**src/rtl/rx_deframer_pkg.sv**
```systemverilog
// Shared types and line-level constants for the receive word deframer.
//   rx_state_t : deframer FSM states
//   LINE_IDLE / START_BIT / STOP_BIT : serial line levels
package rx_deframer_pkg;

  typedef enum logic [1:0] {
    IDLE,
    DATA,
    PARITY,
    STOP
  } rx_state_t;

  localparam logic LINE_IDLE = 1'b0;
  localparam logic START_BIT = 1'b1;
  localparam logic STOP_BIT  = 1'b0;

endpackage

```
**src/rtl/rx_hold_reg.sv**
```systemverilog
// One-entry valid/ready holding register for deframed words.
//   clk_i, rst_ni   : clock, synchronous active-low reset
//   commit_i        : a good word is ready to be loaded this cycle
//   commit_word_i   : the word to load
//   ready_i         : consumer accepts word_o when valid_o & ready_i
//   word_o, valid_o : held word and its valid flag
//   overrun_o       : registered one-cycle pulse, commit dropped
//   overrun_set_o   : combinational overrun condition, for the error counter
module rx_hold_reg #(
  parameter int unsigned WIDTH = 32
) (
  input  logic             clk_i,
  input  logic             rst_ni,
  input  logic             commit_i,
  input  logic [WIDTH-1:0] commit_word_i,
  input  logic             ready_i,
  output logic [WIDTH-1:0] word_o,
  output logic             valid_o,
  output logic             overrun_o,
  output logic             overrun_set_o
);

  logic [WIDTH-1:0] word_d, word_q;
  logic             valid_d, valid_q;
  logic             overrun_d, overrun_q;

  always_comb begin
    word_d    = word_q;
    valid_d   = valid_q;
    overrun_d = 1'b0;
    if (valid_q && ready_i) begin
      valid_d = 1'b0;
    end
    // A word leaving on this edge frees the slot for the incoming commit.
    if (commit_i) begin
      if (!valid_q || ready_i) begin
        word_d  = commit_word_i;
        valid_d = 1'b1;
      end else begin
        overrun_d = 1'b1;
      end
    end
  end

  always_ff @(posedge clk_i) begin
    if (!rst_ni) begin
      word_q    <= '0;
      valid_q   <= 1'b0;
      overrun_q <= 1'b0;
    end else begin
      word_q    <= word_d;
      valid_q   <= valid_d;
      overrun_q <= overrun_d;
    end
  end

  assign word_o        = word_q;
  assign valid_o       = valid_q;
  assign overrun_o     = overrun_q;
  assign overrun_set_o = overrun_d;

endmodule

```
**src/rtl/rx_word_deframer.sv**
```systemverilog
// Receive deframer: start/stop framing, LSB-first word assembly, optional
// even parity, one-entry output holding register and saturating error count.
//   RXClk, RXResetN       : clock, synchronous active-low reset
//   RXData                : synchronized serial bit, one per clock
//   WordOut, WordValid    : received word and valid flag
//   WordReady             : consumer handshake
//   FrameErr, ParityErr   : one-cycle error pulses
//   Overrun               : one-cycle pulse, good word dropped
//   ErrCount              : saturating count of all error pulses
module rx_word_deframer
  import rx_deframer_pkg::*;
#(
  parameter int unsigned WIDTH     = 32,
  parameter int unsigned PARITY_EN = 0,
  parameter int unsigned ERRW      = 8
) (
  input  logic             RXClk,
  input  logic             RXResetN,
  input  logic             RXData,
  output logic [WIDTH-1:0] WordOut,
  output logic             WordValid,
  input  logic             WordReady,
  output logic             FrameErr,
  output logic             ParityErr,
  output logic             Overrun,
  output logic [ERRW-1:0]  ErrCount
);

  localparam int unsigned CntW = $clog2(WIDTH);

  rx_state_t        state_d, state_q;
  logic [CntW-1:0]  bit_cnt_d, bit_cnt_q;
  logic [WIDTH-1:0] shift_d, shift_q;
  logic             par_err_d, par_err_q;
  logic             frame_err_d, frame_err_q;
  logic             parity_err_d, parity_err_q;
  logic [ERRW-1:0]  err_cnt_d, err_cnt_q;
  logic             commit;
  logic             overrun_set;

  always_comb begin
    state_d      = state_q;
    bit_cnt_d    = bit_cnt_q;
    shift_d      = shift_q;
    par_err_d    = par_err_q;
    frame_err_d  = 1'b0;
    parity_err_d = 1'b0;
    commit       = 1'b0;
    unique case (state_q)
      IDLE: begin
        if (RXData == START_BIT) begin
          state_d   = DATA;
          bit_cnt_d = '0;
        end
      end
      DATA: begin
        shift_d   = {RXData, shift_q[WIDTH-1:1]};
        bit_cnt_d = bit_cnt_q + 1'b1;
        if (bit_cnt_q == CntW'(WIDTH - 1)) begin
          state_d   = (PARITY_EN != 0) ? PARITY : STOP;
          bit_cnt_d = '0;
        end
      end
      PARITY: begin
        par_err_d = (^shift_q) ^ RXData;
        state_d   = STOP;
      end
      STOP: begin
        // A bad stop bit masks any parity error; the 1 is not a start bit.
        if (RXData != STOP_BIT) begin
          frame_err_d = 1'b1;
        end else if (par_err_q) begin
          parity_err_d = 1'b1;
        end else begin
          commit = 1'b1;
        end
        par_err_d = 1'b0;
        state_d   = IDLE;
      end
      default: state_d = IDLE;
    endcase
  end

  always_comb begin
    err_cnt_d = err_cnt_q;
    if ((frame_err_d || parity_err_d || overrun_set) && (err_cnt_q != {ERRW{1'b1}})) begin
      err_cnt_d = err_cnt_q + 1'b1;
    end
  end

  always_ff @(posedge RXClk) begin
    if (!RXResetN) begin
      state_q      <= IDLE;
      bit_cnt_q    <= '0;
      shift_q      <= '0;
      par_err_q    <= 1'b0;
      frame_err_q  <= 1'b0;
      parity_err_q <= 1'b0;
      err_cnt_q    <= '0;
    end else begin
      state_q      <= state_d;
      bit_cnt_q    <= bit_cnt_d;
      shift_q      <= shift_d;
      par_err_q    <= par_err_d;
      frame_err_q  <= frame_err_d;
      parity_err_q <= parity_err_d;
      err_cnt_q    <= err_cnt_d;
    end
  end

  rx_hold_reg #(
    .WIDTH(WIDTH)
  ) u_hold (
    .clk_i         (RXClk),
    .rst_ni        (RXResetN),
    .commit_i      (commit),
    .commit_word_i (shift_q),
    .ready_i       (WordReady),
    .word_o        (WordOut),
    .valid_o       (WordValid),
    .overrun_o     (Overrun),
    .overrun_set_o (overrun_set)
  );

  assign FrameErr  = frame_err_q;
  assign ParityErr = parity_err_q;
  assign ErrCount  = err_cnt_q;

endmodule

```
**config.mk**
```make
export PLATFORM = sky130hd
export DESIGN_NAME = rx_word_deframer
export DESIGN_NICKNAME = d
export VERILOG_FILES = /design/src/rtl/rx_deframer_pkg.sv /design/src/rtl/rx_hold_reg.sv /design/src/rtl/rx_word_deframer.sv
export SDC_FILE = /design/constraint.sdc
export NUM_CORES = 1
export LEC_CHECK = 0
export ABC_AREA = 1
export CAP_MARGIN = 20
export CORE_MARGIN = 2
export CORE_UTILIZATION = 55
export CTS_BUF_LIST = sky130_fd_sc_hd__clkbuf_2 sky130_fd_sc_hd__clkbuf_4 sky130_fd_sc_hd__clkbuf_8
export CTS_CLUSTER_DIAMETER = 200
export DETAILED_ROUTE_END_ITERATION = 12
export GPL_TIMING_DRIVEN = 0
export PLACE_DENSITY_LB_ADDON = 0.08
export SETUP_SLACK_MARGIN = 0.3
export SLEW_MARGIN = 20
export SYNTH_ARGS = -nofsm -noshare
export SYNTH_HDL_FRONTEND = slang
export SYNTH_SLANG_ARGS = --single-unit
```
**constraint.sdc**
```tcl
create_clock -name RXClk -period 1.71 [get_ports RXClk]
set_input_delay 0.4275 -clock RXClk [delete_from_list [all_inputs] [get_ports RXClk]]
set_output_delay 0.4275 -clock RXClk [all_outputs]
set_load 0.1 [all_outputs]
```
After elaboration in Yosys (flattened, before gate mapping)
Cells that the tools add are included.
- $add $sub $neg: 2
- equality and inequality tests: 7
- multiplexer cells: 20
- bitwise gates (word level): 1
- reduce and logical (&&, ||, !) cells: 13
- operator list (kind ; count):
    32-bit XOR reduction ; 1
    1-bit 2-to-1 mux ; 13
    5-bit 2-to-1 mux ; 2
    5-bit one-hot mux with 2 select lines ; 1
    8-bit by 1-bit adder with 8-bit output (second input constant) ; 1
    8-bit inequality test (second input constant) ; 1
    2-bit one-hot mux with 4 select lines ; 1
    2-bit AND reduction ; 3
    5-bit by 1-bit adder with 5-bit output (second input constant) ; 1
    5-bit equality test (second input constant) ; 1
    2-bit equality test (second input constant) ; 2
    2-bit 2-to-1 mux ; 2
    2-bit inequality test (second input constant) ; 2
    2-bit nonzero test ; 2
    1-bit logical OR ; 3
    2-bit by 1-bit equality test with 1-bit output (second input constant) ; 1
    1-bit logical AND ; 2
    2-bit zero test ; 1
    1-bit one-hot mux with 2 select lines ; 1
    1-bit zero test ; 1
    1-bit XOR ; 1
- bits in registers: 84
- input bits: 4
- output and inout port bits: 44

Depth between registers and ports, before layout
Gate-level depths: netlist of run 1.
- depth in word-level cells: 6
- mapped depth: 15
- mapped depth without buffers: 15

Hierarchy
Synthesis of run 1 repeated with hierarchy kept, for this count alone.
- cells, all modules: 616
- area, all modules: 4284.1 µm²
- by module, submodules not included (module ; instances ; cells each ; area each (µm²)):
    rx_word_deframer ; 1 ; 397 ; 2613.8
    rx_hold_reg ; 1 ; 219 ; 1670.4

Worst setup path before layout of run 1
No wires, ideal clock.
- kind: reg2reg
- start: register err_cnt_q[0], in the netlist ErrCount[0]
- end: register err_cnt_q[4], in the netlist ErrCount[4]
- data arrival time: 2.117 ns
- required time: 1.545 ns
- slack: -0.573 ns
- stages on the path, launching flop included: 11
- buffers on the path: 0
- clock period less this slack: 2.283 ns
- cell sequence: dfxtp_1 > ha_1 > nand4_1 > nor2_1 > nand2_1 > nand2_2 > inv_2 > nand3_2 > nor2_2 > o21ai_1 > a21oi_1
- word-level cells in the longest chain between the ends: 2
- RTL lines (item ; RTL line ; source):
    start: declaration ; rx_word_deframer.sv:37 ; logic [ERRW-1:0] err_cnt_d, err_cnt_q;
    start signal: assignment ; rx_word_deframer.sv:107 ; err_cnt_q <= err_cnt_d;
    parallel branches: the longest is 2 deep, another holds 8-bit by 1-bit adder with 8-bit output ; - ;
Parallel ways; which one is timed is not known.
A chain may end at the register's enable or synchronous reset.

Worst setup path in the final report of run 1
- start: register u_hold.valid_q, in the netlist u_hold.valid_o
- end: register err_cnt_q[7], in the netlist ErrCount[7]
- word-level cells in the longest chain between the ends: 6
- RTL lines (item ; RTL line ; source):
    start: declaration ; rx_hold_reg.sv:24 ; logic valid_d, valid_q;
    start signal: assignment ; rx_hold_reg.sv:52 ; valid_q <= valid_d;
    1-bit zero test ; rx_hold_reg.sv:36 ; if (!valid_q || ready_i) begin
    1-bit logical OR ; rx_hold_reg.sv:36 ;
    1-bit 2-to-1 mux ; rx_hold_reg.sv:36 ;
    1-bit 2-to-1 mux ; rx_hold_reg.sv:35 ; if (commit_i) begin
    1-bit logical OR ; rx_word_deframer.sv:86 ; if ((frame_err_d || parity_err_d || overrun_set) && (err_cnt_q != {ERRW{1'b1}})) begin
    1-bit logical AND ; rx_word_deframer.sv:86 ;
No other way between the ends.

==> reports/summary.log, run 1 <==
qor: worst_setup_path.crit_path_max_incr_delay 0.37 ns
qor: pwr.totalPowerFinal 8.69 mW
qor: logic_synthesis.syn_area_per_cell 7.16 µm²
qor: logic_synthesis.ys_seq_area_share 45.5%
qor: logic_synthesis.mappedNetlistArea 3690 µm²
qor: clock_network.clock-sinks 84
qor: timing.slew_headroom 67.5%
qor: grt.grt_pass1_wl 16100 µm
qor: clock_network.clk-insertion-delay-late 0.37 ns
qor: timing.report.final.setup_viol 0
qor: worst_setup_path.crit_arrival 1.87 ns
qor: logic_synthesis.syn-instance-count 516
qor: worst_setup_path.cp.buffers_inverters 2
qor: drt.ant_nets 0
qor: place.postPlaceCellArea 4330 µm²
qor: drt.via_count 4100
qor: timing.timing.hold.ws 0.409 ns
qor: clock_network.cts.clk_slew.worst_paths 0.09 ns
qor: timing.worst_slew_pin_slew 0.488 ns
qor: pwr.p_seq_share 33.2%
qor: worst_setup_path.criticalPathCategory reg2reg
qor: worst_setup_path.critPathSlowestCell sky130_fd_sc_hd__dfxtp_4
qor: pwr.p_leak 2.32 nW
qor: drt.via_per_inst 5.96
qor: pwr.power.ir.vdd_worst 1090 µV
qor: clock_network.numCtsBuffers 9
qor: timing.maxSlewViolCount 0
qor: grt.first_global_vias 3473
qor: worst_hold_path.hold_path.class in2reg
qor: clock_network.cts-htree-levels 3
qor: place.buffer_ports.inserted 47
qor: drt.detail_route.wirelength 12600 µm
qor: run.max-cap-violations 0
qor: die.die_x 86.0 µm
qor: die.fp.dieArea 7390 µm²
qor: grt.overflow 0
qor: layout.n_fill_cell 322
qor: timing.worst_slack 0.112 ns
qor: worst_setup_path.critPathCaptureType flop
qor: timing.fin_skew 0.0117 ns
qor: clock_network.root_buffer sky130_fd_sc_hd__clkbuf_8
qor: logic_synthesis.yosysTopAreaCellShare 45.5%
qor: logic_synthesis.yosysWarningCount 0
qor: pwr.internal_portion_of_total_power 4.85 mW
qor: logic_synthesis.synth_largest_area_cell sky130_fd_sc_hd__dfxtp_1
qor: clock_network.cts_hold_repair.buffers 0
qor: logic_synthesis.most_used_standard_cell_by_instance_count_after_synthesis sky130_fd_sc_hd__nand2_1
qor: grt.pin_count_of_the_biggest_net_entering_global_routing 15
qor: timing.setup-tns-final 0 ns
qor: logic_synthesis.syn_nets 528
qor: die.initial_core_utilization 57.5%
qor: logic_synthesis.post_synth_edffs 0
qor: layout.antenna_cells 0
qor: die.placeable_core_area 6420 µm²
qor: pwr.power.share.clock 20.7%
qor: clock_network.cts.path.max_buffers 2
qor: layout.layout-drive-gt1-share 43.9%
qor: place.detailedPlacementHpwl 6190 µm
qor: clock_network.cts_tree built
qor: worst_setup_path.setup.worst_path.start_class flop
qor: worst_setup_path.worst-endpoint-required 1.98 ns
qor: layout.layout-area-overhead-vs-synth 52.4%
qor: drt.initialDrtViolationCount 398
qor: timing.rsz_0062_raised_after_global_routing yes
qor: logic_synthesis.post_synthesis_sequential_element_count 84
qor: worst_setup_path.critical_path.cell_chain inv_2, nor2_4, inv_2, a31oi_4, nand2_4, nor2_4, nand2_2, nor3_4, nand2_1, nand2_1, nor2_1
qor: drt.dr.pass1.iters 6
qor: layout.final_cell_area 5630 µm²
qor: die.boundaryPins 48
qor: die.die_height 86.0 µm
qor: logic_synthesis.synth_ff_type sky130_fd_sc_hd__dfxtp_1
qor: grt.antenna_found_initial 0
qor: place.gpl.final_weighted_congestion 0.790
qor: grt.globalRouteTotalUtil 27.3%
qor: worst_setup_path.critical_path.max_fanout 3
qor: pwr.power_density_over_cell_area 1540 nW/µm²
qor: drt.drt_drc_violations_left 0
qor: timing.minimum_period_implied_by_the_final_worst_setup_slack 1.60 ns
qor: layout.nets 618
qor: logic_synthesis.synth-async-reset-ratio 0%
qor: logic_synthesis.yosys-top-cells-count 126 x sky130_fd_sc_hd__nand2_1, 84 x sky130_fd_sc_hd__dfxtp_1, 62 x sky130_fd_sc_hd__a21oi_1, 46 x sky130_fd_sc_hd__nor2_1, 45 x sky130_fd_sc_hd__inv_1
qor: logic_synthesis.dominant_cells_by_area_after_synthesis sky130_fd_sc_hd__dfxtp_1 46%, sky130_fd_sc_hd__nand2_1 13%, sky130_fd_sc_hd__a21oi_1 8.4%, sky130_fd_sc_hd__o21ai_0 5.4%, sky130_fd_sc_hd__nand3_1 5.1%
qor: drt.post_drt_wl_per_cell 18.3 µm
qor: timing.finalCritPeriodShare 93.4%
qor: timing.hold_viol_final 0
qor: timing.max_clock_freq 626 MHz
qor: pwr.netSwitchingPower 3.84 mW
qor: worst_setup_path.critPathTopFamily simple AND/OR/NAND/NOR gates
qor: logic_synthesis.netlist-cell-type-count 28
qor: die.row_count 29
qor: place.place_ws -0.659 ns
qor: pwr.switching_share 44.2%
qor: pwr.p_comb_share 46.1%
qor: status.outcome finished clean
-- metal layers --
layer	up-vias	wire [µm]	global-route usage (%)
li1	1850	-	-
met1	1933	4790	34.7
met2	256	6190	46.4
met3	61	1070	5.10
met4	0	558	9.38
met5	-	0	0
-- sequential cells by signal (all words and copies together), names as in the netlist, 2 cells and up --
signal and flops:
bit_cnt_q 5, ErrCount 8, shift_q 32, state_q 2, u_hold.word_o 32
-- logic make-up (layout without fill, tap and decap cells) --
logic type | Yosys count | count (layout) | share of synthesized area, %
AOI/OAI and AO/OA | 108 | 108 | 15.1
xor gates and xnor gates | 13 | 13 | 3.08
adders and majority gates | 8 | 8 | 2.71
buffers and inverters | 73 | 168 | 7.59
DFF | 84 | 84 | 45.5
and+or+nand+nor | 230 | 230 | 26.0
-- metrics by stage --
stage,cells,utilization (%)
floorplan,516,-
detailed placement,640,67.3
finish,688,87.6
global route,688,87.6
global placement,640,67.3
CTS,672,77.9
-- final timing paths --
| path | endpoint | depth (start not counted) | from | slack [ns] |
|---|---|---|---|---|
| min | ParityErr | 2 | RXData | 0.41 |
| max | ErrCount[7] | 11 | u_hold.valid_o | 0.11 |
| min reg2reg | u_hold.word_o[6] | 2 | u_hold.word_o[6] | 0.48 |
| max reg2reg | ErrCount[7] | 11 | u_hold.valid_o | 0.11 |
-- power by group through the flow --
stage	clock (mW)	combinational, mW	sequential [mW]
after floorplan	0	2.07	2.90
after global placement	0	2.77	2.73
after detailed placement	0	2.88	2.76
after CTS	1.74	3.17	2.78
after global routing	1.84	4.33	2.93
final	1.80	4.01	2.88
-- cell type report --
| class | instances | area (µm²) | share of cell area [%] |
|---|---|---|---|
| buffer | 24 | 196 | 3.49 |
| clock buffer | 10 | 138 | 2.44 |
| clock inverter | 6 | 110 | 1.96 |
| inverter | 49 | 191 | 3.40 |
| multi-input combinational | 359 | 2170 | 38.5 |
| sequential | 84 | 1770 | 31.4 |
| tap | 77 | 96.3 | 1.71 |
| timing repair buffer | 79 | 961 | 17.1 |
-- layout by cell type (no fill, tap or decap), types with 23 or more instances in the layout --
cell type / count
sky130_fd_sc_hd__nand2_1: 94
sky130_fd_sc_hd__dfxtp_2: 36
sky130_fd_sc_hd__a21oi_1: 40
sky130_fd_sc_hd__a21oi_2: 23
sky130_fd_sc_hd__o21ai_0: 32
sky130_fd_sc_hd__dfxtp_1: 37
sky130_fd_sc_hd__nand3_1: 37
sky130_fd_sc_hd__nor2_1: 43
sky130_fd_sc_hd__buf_6: 24
sky130_fd_sc_hd__buf_4: 26
sky130_fd_sc_hd__inv_1: 27
-- timing repair --
item / 4_1_cts / 5_1_grt
gates cloned: 3 / 0
pin swaps: 13 / 21
hold endpoints to repair: 0 / 0
setup endpoints to repair: 128 / 116
buffers inserted: 13 / 16
gates resized for setup: 410 / 168
Note: power is estimated with default switching activity, not from simulation.
==> run 2: changes to the inputs <==
PLACE_DENSITY_LB_ADDON = 0.2   (was 0.08)
==> run 2 against run 1 <==
  * Critical path depth is 1 lower
  * Setup slack got worse by 0.0088 ns
  * Fmax down 0.55%
  * Design area fell by 3.1%
  * Core utilization fell by 2.7 points
  * Critical path type unchanged
  * Critical endpoint is now par_err_q
  * Highest routed layer unchanged
==> reports/summary.log, run 2 (synthesis gave the netlist of run 1 again) <==
qor: status.outcome finished clean
qor: clock_network.cts_tree built
qor: grt.antenna_found_initial 0
qor: layout.final_cell_mix 115 x sky130_fd_sc_hd__nand2_1, 51 x sky130_fd_sc_hd__a21oi_1, 50 x sky130_fd_sc_hd__dfxtp_1
qor: pwr.p_leak 2.31 nW
qor: place.buffer_ports.inserted 47
qor: drt.post_drt_wl_per_cell 16.4 µm
qor: timing.max_clock_freq 623 MHz
qor: drt.drt_drc_violations_left 0
qor: die.die_height 86.0 µm
qor: layout.final_core_utilization 84.9%
qor: drt.initialDrtViolationCount 350
qor: grt.first_global_vias 3385
qor: clock_network.clk-insertion-delay-late 0.36 ns
qor: pwr.power_density_over_cell_area 1530 nW/µm²
qor: die.boundaryPins 48
qor: clock_network.root_buffer sky130_fd_sc_hd__clkbuf_8
qor: worst_setup_path.slack_of_the_worst_reg_to_reg_path 0.10 ns
qor: grt.overflow 0
qor: grt.pin_count_of_the_biggest_net_entering_global_routing 14
qor: worst_setup_path.setup.worst_path.start_class flop
qor: layout.antenna_cells 0
qor: grt.grt_pass1_wl 15200 µm
qor: timing.hold_viol_final 0
qor: drt.via_count 3932
qor: die.fp.dieArea 7390 µm²
qor: timing.worst_slack 0.104 ns
qor: die.row_count 29
qor: die.die_x 86.0 µm
qor: grt.globalRouteTotalUtil 25.9%
qor: clock_network.cts.path.max_buffers 2
qor: layout.layout-area-overhead-vs-synth 47.6%
qor: timing.slew_headroom 53.5%
qor: place.detailedPlacementHpwl 6060 µm
qor: place.place_ws -0.642 ns
qor: worst_setup_path.critical_path.reg2reg.startpoint shift_q[30]
qor: layout.n_fill_cell 352
qor: worst_setup_path.r2r_cells 10
qor: worst_setup_path.endpoint_of_the_lowest_slack_register_to_register_path par_err_q
qor: worst_hold_path.hold_path.class reg2reg
qor: timing.finalCritPeriodShare 93.9%
qor: timing.worst_slew_pin_slew 0.697 ns
qor: timing.fin_skew 0.00651 ns
qor: die.placeable_core_area 6420 µm²
qor: worst_setup_path.critPathCaptureType flop
qor: timing.minimum_period_implied_by_the_final_worst_setup_slack 1.61 ns
qor: layout.layout_commonest_cell sky130_fd_sc_hd__nand2_1
qor: drt.detail_route.wirelength 11400 µm
qor: pwr.totalPowerFinal 8.35 mW
qor: worst_setup_path.criticalPathCategory reg2reg
qor: worst_setup_path.worst-endpoint-required 1.96 ns
qor: die.initial_core_utilization 57.5%
qor: clock_network.cts-htree-levels 3
qor: clock_network.cts.clk_slew.worst_paths 0.09 ns
qor: layout.nets 626
qor: pwr.power.ir.vdd_worst 947 µV
qor: run.max-cap-violations 0
qor: timing.setup-tns-final 0 ns
qor: drt.dr.pass1.iters 5
qor: timing.rsz_0062_raised_after_global_routing yes
qor: layout.layout-drive-gt1-share 38.1%
qor: worst_setup_path.critical_path.max_fanout 4
qor: timing.report.final.setup_viol 0
qor: drt.via_per_inst 5.65
qor: place.gpl.final_weighted_congestion 0.821
qor: clock_network.clock-sinks 84
qor: worst_setup_path.timing.critical_path.from shift_q[30]
qor: timing.maxSlewViolCount 0
qor: worst_setup_path.crit_arrival 1.86 ns
qor: drt.ant_nets 0
qor: worst_setup_path.timing.critical_path.to par_err_q
qor: clock_network.numCtsBuffers 9
run 2: cell type report:
cell class	count	area (µm²)	area share, %
Multi-Input combinational cell	359	2020	37.0
Sequential cell	84	1750	32.1
Timing Repair Buffer	87	998	18.3
Inverter	49	191	3.51
Buffer	24	183	3.35
Clock buffer	13	173	3.17
Tap cell	77	96.3	1.77
Clock inverter	3	43.8	0.803
run 2: what timing repair did:
action / 4_1_cts / 5_1_grt
gates resized for setup: 368 / 136
pin swaps: 14 / 24
cloned: 0 / 4
setup buffers: 22 / 14
setup endpoints to repair: 128 / 90
hold buffers: 0 / 0
run 2: worst min path at each step:
stage | startpoint | end | slack, ns | cells past startpoint
6_report | ErrCount[4] | ErrCount[4] | 0.45 | 1
5_1_grt | RXData | ParityErr | 0.46 | 2
4_1_cts | ErrCount[4] | ErrCount[4] | 0.45 | 1
3_5_place_dp | ErrCount[4] | ErrCount[4] | 0.43 | 1
3_3_place_gp | ErrCount[4] | ErrCount[4] | 0.43 | 1
2_1_floorplan | bit_cnt_q[4] | bit_cnt_q[4] | 0.45 | 2
run 2: critical path, stage by stage, from the launching register on:
cell and delay (ns):
sky130_fd_sc_hd__dfxtp_1 0.43, sky130_fd_sc_hd__xnor2_1 0.11, sky130_fd_sc_hd__and2_1 0.17, sky130_fd_sc_hd__nor2_1 0.15
sky130_fd_sc_hd__nand2_1 0.11, sky130_fd_sc_hd__nand2_1 0.13, sky130_fd_sc_hd__nand3_1 0.12, sky130_fd_sc_hd__nand2_1 0.08
sky130_fd_sc_hd__nand2_1 0.05, sky130_fd_sc_hd__nand2_1 0.08, sky130_fd_sc_hd__a21oi_2 0.06
run 2: routing by layer:
layer,vias to the layer above,share of wire (%),track usage (%)
li1,1864,-,-
met1,1861,39,32.6
met2,168,51,42.7
met3,39,6.6,5.97
met4,0,2.8,10.4
met5,-,0,0
run 2: report_power, final:
part	internal (mW)	switching, mW
clock	0.812	0.719
combinational	1.56	2.39
sequential	2.38	0.489
total	4.75	3.60
run 2: per-stage QoR:
stage          instances  area [µm²]  hold WS [ns]
2_1_floorplan        516        3760         0.445
3_3_place_gp         640        4330         0.431
5_1_grt              696        5460         0.458
4_1_cts              678        4890         0.452
6_report             696        5460         0.455
3_5_place_dp         640        4330         0.432
